File: src/rtl/uart_rx_fifo.sv
// Oversampling UART receiver with configurable frame format and a
// first-word-fall-through receive FIFO with sticky error reporting.
module uart_rx_fifo #(
  parameter int CLK_HZ     = 25000000,
  parameter int BAUD       = 115200,
  parameter int OVERSAMPLE = 16,
  parameter int DATA_BITS  = 8,
  parameter int PARITY     = 0,
  parameter int STOP_BITS  = 1,
  parameter int FIFO_DEPTH = 16
) (
  input  logic                          clk_25mhz,
  input  logic                          rst,
  input  logic                          rx,
  input  logic                          rd_en,
  input  logic                          clr_err,
  output logic [DATA_BITS-1:0]          rd_data,
  output logic                          rd_valid,
  output logic [$clog2(FIFO_DEPTH):0]   fifo_count,
  output logic                          overflow,
  output logic                          frame_err,
  output logic                          parity_err,
  output logic                          break_det
);

  localparam int OS_RATE = BAUD * OVERSAMPLE;
  localparam int DIV_RAW = (CLK_HZ + OS_RATE / 2) / OS_RATE;
  localparam int DIV     = (DIV_RAW < 1) ? 1 : DIV_RAW;
  localparam int TW      = (DIV > 1) ? $clog2(DIV) : 1;
  localparam int OSW     = $clog2(OVERSAMPLE);
  localparam int BW      = $clog2(DATA_BITS + 1);
  localparam int AW      = $clog2(FIFO_DEPTH);
  localparam int CW      = AW + 1;

  typedef enum logic [2:0] {IDLE, START, DATA, PAR_BIT, STOP, BRK} state_t;

  state_t               state;
  logic                 sync1, sync2, rx_prev;
  logic [TW-1:0]        tick_cnt;
  logic                 tick;
  logic                 start_edge;
  logic [OSW-1:0]       os_cnt;
  logic [BW-1:0]        bit_cnt;
  logic [1:0]           stop_cnt;
  logic [DATA_BITS-1:0] shreg;
  logic                 par_bit;
  logic                 par_ok;
  logic                 stop_bad;
  logic                 any_low;
  logic                 push_req;

  logic [DATA_BITS-1:0] mem [FIFO_DEPTH];
  logic [AW-1:0]        wr_ptr, rd_ptr;
  logic                 full, pop, wr;

  always_ff @(posedge clk_25mhz) begin
    if (!rst) begin
      sync1   <= 1'b1;
      sync2   <= 1'b1;
      rx_prev <= 1'b1;
    end else begin
      sync1   <= rx;
      sync2   <= sync1;
      rx_prev <= sync2;
    end
  end

  assign start_edge = (state == IDLE) && !sync2 && rx_prev;
  assign tick       = (tick_cnt == TW'(DIV - 1));

  // Tick phase is realigned to every detected start edge.
  always_ff @(posedge clk_25mhz) begin
    if (!rst || start_edge) tick_cnt <= '0;
    else if (tick)          tick_cnt <= '0;
    else                    tick_cnt <= tick_cnt + 1'b1;
  end

  always_comb begin
    par_ok = 1'b1;
    if (PARITY == 1)      par_ok = ^{shreg, par_bit};
    else if (PARITY == 2) par_ok = ~^{shreg, par_bit};
  end

  assign any_low = stop_bad | ~sync2;

  always_ff @(posedge clk_25mhz) begin
    if (!rst) begin
      state      <= IDLE;
      os_cnt     <= '0;
      bit_cnt    <= '0;
      stop_cnt   <= '0;
      shreg      <= '0;
      par_bit    <= 1'b0;
      stop_bad   <= 1'b0;
      push_req   <= 1'b0;
      frame_err  <= 1'b0;
      parity_err <= 1'b0;
      break_det  <= 1'b0;
    end else begin
      push_req  <= 1'b0;
      break_det <= 1'b0;
      if (clr_err) begin
        frame_err  <= 1'b0;
        parity_err <= 1'b0;
      end
      case (state)
        IDLE: if (start_edge) begin
          state  <= START;
          os_cnt <= '0;
        end
        START: if (tick) begin
          if (os_cnt == OSW'(OVERSAMPLE / 2 - 1)) begin
            os_cnt  <= '0;
            bit_cnt <= '0;
            state   <= sync2 ? IDLE : DATA;
          end else begin
            os_cnt <= os_cnt + 1'b1;
          end
        end
        DATA: if (tick) begin
          if (os_cnt == OSW'(OVERSAMPLE - 1)) begin
            os_cnt  <= '0;
            shreg   <= {sync2, shreg[DATA_BITS-1:1]};
            bit_cnt <= bit_cnt + 1'b1;
            if (bit_cnt == BW'(DATA_BITS - 1)) begin
              stop_cnt <= '0;
              stop_bad <= 1'b0;
              state    <= (PARITY != 0) ? PAR_BIT : STOP;
            end
          end else begin
            os_cnt <= os_cnt + 1'b1;
          end
        end
        PAR_BIT: if (tick) begin
          if (os_cnt == OSW'(OVERSAMPLE - 1)) begin
            os_cnt  <= '0;
            par_bit <= sync2;
            state   <= STOP;
          end else begin
            os_cnt <= os_cnt + 1'b1;
          end
        end
        STOP: if (tick) begin
          if (os_cnt == OSW'(OVERSAMPLE - 1)) begin
            os_cnt   <= '0;
            stop_cnt <= stop_cnt + 1'b1;
            stop_bad <= any_low;
            // Leave on the final stop sample so the next start edge is caught.
            if (stop_cnt == 2'(STOP_BITS - 1)) begin
              if (any_low && shreg == '0) begin
                break_det <= 1'b1;
                state     <= BRK;
              end else if (any_low) begin
                frame_err <= 1'b1;
                state     <= IDLE;
              end else begin
                if (!par_ok) parity_err <= 1'b1;
                else         push_req   <= 1'b1;
                state <= IDLE;
              end
            end
          end else begin
            os_cnt <= os_cnt + 1'b1;
          end
        end
        BRK: if (sync2) state <= IDLE;
        default: state <= IDLE;
      endcase
    end
  end

  assign full = (fifo_count == CW'(FIFO_DEPTH));
  assign pop  = rd_en && (fifo_count != '0);
  assign wr   = push_req && (!full || pop);

  always_ff @(posedge clk_25mhz) begin
    if (!rst) begin
      wr_ptr     <= '0;
      rd_ptr     <= '0;
      fifo_count <= '0;
      overflow   <= 1'b0;
    end else begin
      if (clr_err) overflow <= 1'b0;
      if (push_req && full && !pop) overflow <= 1'b1;
      if (wr)  wr_ptr <= wr_ptr + 1'b1;
      if (pop) rd_ptr <= rd_ptr + 1'b1;
      case ({wr, pop})
        2'b10:   fifo_count <= fifo_count + 1'b1;
        2'b01:   fifo_count <= fifo_count - 1'b1;
        default: fifo_count <= fifo_count;
      endcase
    end
  end

  always_ff @(posedge clk_25mhz) begin
    if (wr) mem[wr_ptr] <= shreg;
  end

  assign rd_valid = (fifo_count != '0);
  assign rd_data  = rd_valid ? mem[rd_ptr] : '0;

endmodule

File: config.mk
export PLATFORM = sky130hd
export DESIGN_NAME = uart_rx_fifo
export DESIGN_NICKNAME = d
export VERILOG_FILES = /design/src/rtl/uart_rx_fifo.sv
export SDC_FILE = /design/constraint.sdc
export NUM_CORES = 1
export LEC_CHECK = 0
export CAP_MARGIN = 20
export CORE_ASPECT_RATIO = 2
export CORE_UTILIZATION = 66
export DETAILED_ROUTE_END_ITERATION = 8
export PLACE_DENSITY_LB_ADDON = 0.15
export SYNTH_ARGS = -nofsm -noshare
export SYNTH_HDL_FRONTEND = slang
export SYNTH_SLANG_ARGS = --single-unit
File: constraint.sdc
create_clock -name clk_25mhz -period 5.06 [get_ports clk_25mhz]
set_input_delay 1.012 -clock clk_25mhz [delete_from_list [all_inputs] [get_ports clk_25mhz]]
set_output_delay 1.012 -clock clk_25mhz [all_outputs]
set_load 0.05 [all_outputs]
### Word-level counts from Yosys, hierarchy flattened

Memories as Yosys holds them, arrays and structs flattened. A register that Yosys moved wholly into a read port is not among the register bits.
Index checks and enable logic that the tools add are counted.

| cells by class | value |
|---|---|
| add/subtract/negate cells | 8 |
| eq/ne operators | 25 |
| multiplexer cells | 55 |
| bitwise gates (word level) | 7 |
| reductions and logical operators | 31 |

Operators with widths:

| kind | count |
|---|---|
| two-way mux 4 bit | 11 |
| two-way mux 3 bit | 13 |
| != test 2 bit, second input constant | 12 |
| adder 4 x 1 -> 4 bit, second input constant | 5 |
| two-way mux 1 bit | 18 |
| case mux 3 bit (6 select lines) | 1 |
| two-way mux 2 bit | 6 |
| case mux 4 bit (3 select lines) | 1 |
| AND reduction 12 bit | 1 |
| case mux 5 bit (2 select lines) | 1 |
| AND reduction 5 bit | 2 |
| == test 4 x 3 -> 1 bit, second input constant | 2 |
| == test 4 bit, second input constant | 2 |
| logical NOT 8 bit | 1 |
| two-way mux 8 bit | 1 |
| case mux 4 bit (2 select lines) | 1 |
| nonzero test 2 bit | 4 |
| logical AND 1 bit | 7 |
| == test 3 x 2 -> 1 bit, second input constant | 2 |
| == test 3 bit, second input constant | 2 |
| NOT 1 bit | 6 |
| AND reduction 6 bit | 1 |
| OR reduction 6 bit | 1 |
| adder 5 x 1 -> 5 bit, second input constant | 1 |
| 20 further kinds | 24 |

| word-level totals | value |
|---|---|
| register bits | 46 |
| bits in writable memories | 128 |
| input port bits | 5 |
| output and inout port bits | 18 |
| memories | 1 |

Memory list:

| name | depth | bits a word | rd ports | clocked after Yosys merged registers in | write ports | line | RTL |
|---|---|---|---|---|---|---|---|
| mem | 16 | 8 | 1 | 1 | 1 | 52 | `logic [DATA_BITS-1:0] mem [FIFO_DEPTH];` |

### Logic depth before layout (Yosys ltp)

Gate-level depths: netlist of run 1.

| logic depth | value |
|---|---|
| word-level depth | 8 |
| mapped depth | 12 |
| depth with buffers taken out | 10 |

### Worst setup path before layout of run 1

No wires, ideal clock.

| path | value |
|---|---|
| kind | register -> output |
| from | register fifo_count[4] |
| to | output rd_data[0] |
| arrival time | 2.151 ns |
| required time | 4.048 ns |
| setup slack | 1.897 ns |
| cell stages (with the launch flop) | 6 |
| cells stage by stage | dfxtp_1 clkbuf_1 inv_1 nand2_1 clkbuf_1 and2_1 |

| on the way | value |
|---|---|
| word-level cells in the longest chain between the ends | 2 |

Ends and longest elaborated chain:

| element | line | RTL |
|---|---|---|
| from (decl) | 19 | `output logic [$clog2(FIFO_DEPTH):0] fifo_count,` |
| from (signal assigned) | 188 | `2'b10: fifo_count <= fifo_count + 1'b1;` |
| from (signal assigned) | 189 | `2'b01: fifo_count <= fifo_count - 1'b1;` |
| from (signal assigned) | 190 | `default: fifo_count <= fifo_count;` |
| nonzero test 5 bit | 199 | `assign rd_valid = (fifo_count != '0);` |
| net rd_valid | 18 | `output logic rd_valid,` |
| two-way mux 8 bit | 200 | `assign rd_data = rd_valid ? mem[rd_ptr] : '0;` |
| to (decl) | 17 | `output logic [DATA_BITS-1:0] rd_data,` |

The timed path passes the listed nets, and every way through them passes these cells.

==> results of run 1 <==
## cell type report
| class | count | area (sq um) |
|---|---|---|
| fillers | 649 | 2640 |
| repair buffers | 27 | 255 |
| well taps | 140 | 175 |
| flip-flops and latches | 178 | 4850 |
| clock buffers | 17 | 425 |
| inverters | 14 | 52.6 |
| clock inverters | 14 | 155 |
| multi-input cells | 261 | 2400 |
## power by group
group | switching (mW) | internal, mW | leakage, nW
Clock | 0.563 | 0.733 | 0.274
Combinational | 0.399 | 0.305 | 0.853
Sequential | 0.0777 | 1.57 | 1.59
## stage by stage
step | cells | setup WS (ns)
after floorplan | 476 | 1.90
after global placement | 620 | 1.10
after detailed placement | 620 | 1.04
after CTS | 651 | 0.534
after global routing | 651 | 0.472
final | 651 | 0.583
## state kept, by name, indices dropped and copies added, names as in the netlist, named ones only
| signal | count |
|---|---|
| mem | 128 |
| frame_err | 1 |
| sync1 | 1 |
| stop_cnt | 2 |
| rx_prev | 1 |
| state | 3 |
| fifo_count | 5 |
| os_cnt | 4 |
| shreg | 8 |
| overflow | 1 |
| rd_ptr | 4 |
| push_req | 1 |
| stop_bad | 1 |
| wr_ptr | 4 |
| bit_cnt | 4 |
| break_det | 1 |
| sync2 | 1 |
| tick_cnt | 4 |
## worst max-delay path, delay by kind of cell, from the launching register on
kind	cells	cell delay [ns]
buffers and inverters	2	1.00
flip-flops	1	0.78
multiplexers	2	1.10
AND/OR/NAND/NOR	1	0.17
## Yosys cell counts (3+ instances only)
| cell type | number |
|---|---|
| nand2b_1 | 12 |
| edfxtp_1 | 128 |
| o21ai_0 | 7 |
| nand2_1 | 26 |
| dfxtp_1 | 50 |
| nand4_1 | 8 |
| xor2_1 | 5 |
| buf_6 | 4 |
| a21oi_1 | 9 |
| or3_1 | 3 |
| and2_1 | 10 |
| a21boi_0 | 4 |
| xnor2_1 | 5 |
| nand3b_1 | 4 |
| mux4_1 | 24 |
| o211ai_1 | 3 |
| nor2b_1 | 7 |
| nor3_1 | 8 |
| nor2_1 | 44 |
| mux4_2 | 16 |
| mux2i_1 | 12 |
| ha_1 | 11 |
| inv_1 | 14 |
| clkbuf_1 | 11 |
| buf_2 | 3 |
| nand3_1 | 13 |
## layout by cell type, fill, tap and decap left out, types with 3 or more instances in the layout
cell             netlist  routed
nand4_1                8       8
or3_1                  3       3
inv_1                 14      14
o211ai_1               3       3
o21ai_0                7       7
xnor2_1                5       5
nor3_1                 8       4
nand2b_1              12      12
a21boi_0               4       4
nand3_1               13      13
nor2_1                44      44
nand3b_1               4       4
xor2_1                 5       5
nor3_2                 0       4
mux4_1                24      24
clkinvlp_4             0       4
inv_6                  0       4
dfxtp_1               50      49
nor2b_1                7       7
mux2i_1               12      12
and2_1                10      10
clkbuf_16              0      17
mux4_2                16      16
a21oi_1                9       9
edfxtp_1             128     128
nand2_1               26      26
ha_1                  11      11
buf_4                  2       6
clkdlybuf4s50_1        0      21
## path summary, 6_finish.rpt
path	start	end	slack (ns)	depth (start not counted)
worst max register to register	fifo_count[1]	mem[7][2]	2.36	4
worst max-delay path	flip-flop	rd_data[3]	0.58	5
worst min-delay path	sync1	sync2	0.41	1
worst min register to register	sync1	sync2	0.41	1
## layer usage
metal / wire (um) / up-vias / global-route usage
met3: 724 / 48 / 0.0547
met1: 5690 / 2125 / 0.323
met5: 0 / - / 0
met4: 621 / 0 / 0.144
li1: - / 1871 / -
met2: 9210 / 164 / 0.551
## kinds of logic after synthesis
| group | share of synthesized area |
|---|---|
| other cells | 0.000506 |
| flops | 0.654 |
| simple gates | 0.0989 |
| buf+inv | 0.0258 |
| fa+ha+maj | 0.0186 |
| compound gates | 0.0410 |
| xor+xnor | 0.0118 |
| mux | 0.150 |
==> metrics, run 1 <==
global-route wire length before repair=24900 um; sequence of cells on the critical path=buf_4 > mux4_1 > mux4_2 > and2_1 > clkdlybuf4s50_1; largest net degree at the start of global routing=33; nets=515; register area share after synthesis=0.654; via count=4208; full die area=11700 sq um; Area growth, synth to finish=12.1%; Rel. slew slack=0.189; I/O pins=23; Layout Utilization=0.759; syn_nets=492; CP Capture Type=output pin; RSZ-0062 raised after global routing=no; largest area contributor in the synthesized netlist=edfxtp_1; Vert. Die Dim=152 um; cell area after placement=7730 sq um; depth of the CTS H-tree=4; power after layout=3.65 mW; clk_skew=0.00790 ns; final hold violations=0; Post-CTS Hold Buffers=0; CORE AREA=10900 sq um; Post-CTS Setup Bufs=0; Design Area, Final=8310 sq um; CTS tree=done; num rows=54; synthesized area per cell=15.6 sq um; class of the worst hold path=flip-flop to flip-flop; Req. time, crit path=4.05 ns; Cells after Synth=476; DP Wirelength=9730 um; GP Congestion=0.770; PwrDens=439 nW/um^2; Hold WS=0.410 ns; Startpoint Class=flip-flop; share of cells above drive strength 1=0.127; max-cap violation count=0; Antenna Violating Nets Remaining=0; Netlist Area Pre-Place=7410 sq um; fmax=0.223 GHz; count of flip-flops with a built-in enable after synthesis=128; DRC=0; iteration count of the initial detailed-routing pass=6; CP max stage delay=0.78 ns; Setup CP Type=flip-flop to output pin; initial antenna violation count=0; Root Buffer Master=clkbuf_16; post-synthesis async set-or-reset flop share=0; actual slew at the worst max-slew pin=1.21 ns; max-slew violation count=0; FF+latch count, synth=178; Post-synth top flop=edfxtp_1; Clock Sinks=178; critical path's slowest cell=dfxtp_2; Arrival @ worst endpoint=3.46 ns; Yosys cell types=54; number of DRC markers in iteration 0=319; Post-CTS Resized=0; Routed WL per cell=25.0 um; gr usage total=0.299; Diodes inserted=0; period utilization=0.885; TNS Setup=0 ns; grt ovf=0; clock transition at the registers of the reported paths=0.06 ns; number of global-route vias before repair=4392; status=complete, no violations; final setup fails=0; Max clock buf depth=2; Die X=76.9 um; Lkg Pwr=2.72 nW; top cell type's share of synthesized area=0.518; post-route minimum period=4.48 ns; vias per cell=6.46; CP max FO=21; Initial Util=0.677; VDD IR-drop max=0.404 mV; cells taking the most area after synthesis=edfxtp_1 52%, dfxtp_1 14%, mux4_1 8.5%; PortBufs=21; worst-skew pair later-pin latency=0.42 ns; final WL=16200 um; yosys warns=0; CTS Buf Count=17
No activity file was read; power rests on OpenSTA's default activity.
==> run 2, diff against run 1 <==
==> constraint.sdc (replaced) <==
create_clock -name clk_25mhz -period 5.06 [get_ports clk_25mhz]
set_input_delay 0.506 -clock clk_25mhz [delete_from_list [all_inputs] [get_ports clk_25mhz]]
set_output_delay 0.506 -clock clk_25mhz [all_outputs]
set_load 0.05 [all_outputs]
==> metrics, run 2 (synthesized netlist as in run 1, its figures left out) <==
Die X=76.9 um (unchanged); clk_skew=0.00849 ns (+0.000594 ns); Initial Util=0.677 (unchanged); CP max FO=20 (-4.8%); VDD IR-drop max=0.284 mV (-30%); CTS Buf Count=17 (unchanged); nets=516 (+0.19%); GP Congestion=0.774 (+0.51%); share of cells above drive strength 1=0.125 (-0.00245); Hold WS=0.407 ns (-0.00244 ns); fmax=0.250 GHz (+12%); Startpoint Class=flip-flop; CP Capture Type=output pin; CTS tree=done; Area growth, synth to finish=12.2%; via count=4269 (+1.4%); Diodes inserted=0 (unchanged); initial antenna violation count=0 (unchanged); iteration count of the initial detailed-routing pass=5 (-1); max-cap violation count=0 (unchanged); Biggest register=mem; period utilization=0.789 (-0.0957); final hold violations=0 (unchanged); DRC=0 (unchanged); depth of the CTS H-tree=4 (unchanged); Setup CP Type=flip-flop to output pin; Fill cells=650 (+0.15%); multi-input logic area=2400 sq um (unchanged); RSZ-0062 raised after global routing=no; I/O pins=23 (unchanged); PwrDens=438 nW/um^2 (-0.22%); buffer and inverter count on the worst path=2 (unchanged); clock transition at the registers of the reported paths=0.07 ns (about the same); Arrival @ worst endpoint=3.49 ns (+0.03 ns); critical path's slowest cell=dfxtp_1; Post-CTS Setup Bufs=0 (unchanged); num rows=54 (unchanged); global-route wire length before repair=24800 um (-0.14%); Rel. slew slack=0.262 (+0.0733); Post-CTS Resized=0 (unchanged); Lkg Pwr=2.72 nW (+0.11%); Routed WL per cell=25.0 um (+0.33%); gr usage total=0.304 (+0.00451); actual slew at the worst max-slew pin=1.10 ns (-0.112 ns); status=complete, no violations; full die area=11700 sq um (unchanged); Vert. Die Dim=152 um (unchanged); PortBufs=21 (unchanged); Root Buffer Master=clkbuf_16; largest net degree at the start of global routing=25 (-24%); number of DRC markers in iteration 0=319 (unchanged); final WL=16400 um (+0.64%); Placed Cells incl. Taps=619 (-0.16%); Clock Sinks=178 (unchanged); CORE AREA=10900 sq um (unchanged); Largest regs=mem x128, shreg x8, fifo_count x5; commonest non-fill, non-tap cell in the layout=edfxtp_1; Antenna Violating Nets Remaining=0 (unchanged); Post-CTS Hold Buffers=0 (unchanged); final setup fails=0 (unchanged); grt ovf=0 (unchanged); number of global-route vias before repair=4362 (-0.68%); register area=4850 sq um (unchanged); Req. time, crit path=4.55 ns (+0.50 ns); Max clock buf depth=2 (unchanged); sequence of cells on the critical path=buf_4 > mux4_1 > mux4_2 > and2_1 > clkdlybuf4s50_1; Non-Filler Instances=653 (+0.31%); most frequent cells in the layout=128 x edfxtp_1, 49 x dfxtp_1, 44 x nor2_1; post-route minimum period=3.99 ns (-0.484 ns); DP Wirelength=10400 um (+6.8%); max reg flops=128 (unchanged); CP max stage delay=0.92 ns (+0.14 ns); max-slew violation count=0 (unchanged); TNS Setup=0 ns (unchanged); CP delay by family, top=buffers and inverters; vias per cell=6.54 (+1.1%); class of the worst hold path=flip-flop to flip-flop; worst-skew pair later-pin latency=0.43 ns (about the same)
-- run 2: cell types whose count changed in the layout (fill, tap and decap cells not counted) --
| cell | before | now |
|---|---|---|
| inv_6 | 4 | 2 |
| clkinv_2 | 2 | 1 |
| inv_8 | 1 | 0 |
| clkbuf_8 | 0 | 1 |
| clkbuf_1 | 0 | 2 |
| clkinv_1 | 0 | 1 |
| buf_6 | 0 | 1 |
| clkinv_4 | 1 | 2 |
-- run 2: per-stage QoR --
| stage | area [sq um] | power [mW] | setup WS, ns | utilization |
|---|---|---|---|---|
| finish | 8320 | 3.64 | 1.07 | 0.760 |
| global route | 8320 | 3.75 | 0.945 | 0.760 |
| detailed placement | 7720 | 2.38 | 1.54 | 0.705 |
| global placement | 7720 | 2.35 | 1.64 | 0.705 |
| floorplan | 7410 | 2.22 | 2.40 | - |
| CTS | 8300 | 3.65 | 1.02 | 0.758 |
-- run 2: report_power, final --
group	internal (mW)	leakage [nW]	switching, mW	total (mW)
sequential	1.57	1.59	0.0719	1.64
combinational	0.305	0.860	0.411	0.716
clock	0.742	0.271	0.544	1.29
-- run 2: final timing paths --
path	startpoint	end	slack, ns	depth (start not counted)
setup / recovery	flip-flop	rd_data[7]	1.07	5
hold reg to reg	sync1	sync2	0.41	1
hold / removal	sync1	sync2	0.41	1
setup reg to reg	fifo_count[1]	mem[5][3]	2.56	4
-- run 2: worst register-to-register path, stage by stage (launching register included) --
cell,delay (ns)
dfxtp_1,0.51
nor4_4,0.13
a31oi_2,0.40
nand2_1,0.23
nor2_1,0.85
-- run 2: layout make-up --
type | count | share of cell area
Multi-Input combinational cell | 261 | 0.288
Tap cell | 140 | 0.0211
Clock inverter | 12 | 0.0161
Sequential cell | 178 | 0.583
Timing Repair Buffer | 28 | 0.0320
Inverter | 14 | 0.00632
Clock buffer | 20 | 0.0537
-- run 2: metal layers --
| layer | track usage | share of wire | vias up |
|---|---|---|---|
| met4 | 0.161 | 0.038 | 0 |
| met5 | 0 | 0 | - |
| met1 | 0.301 | 0.33 | 2136 |
| met2 | 0.568 | 0.58 | 202 |
| li1 | - | - | 1882 |
| met3 | 0.0691 | 0.050 | 49 |
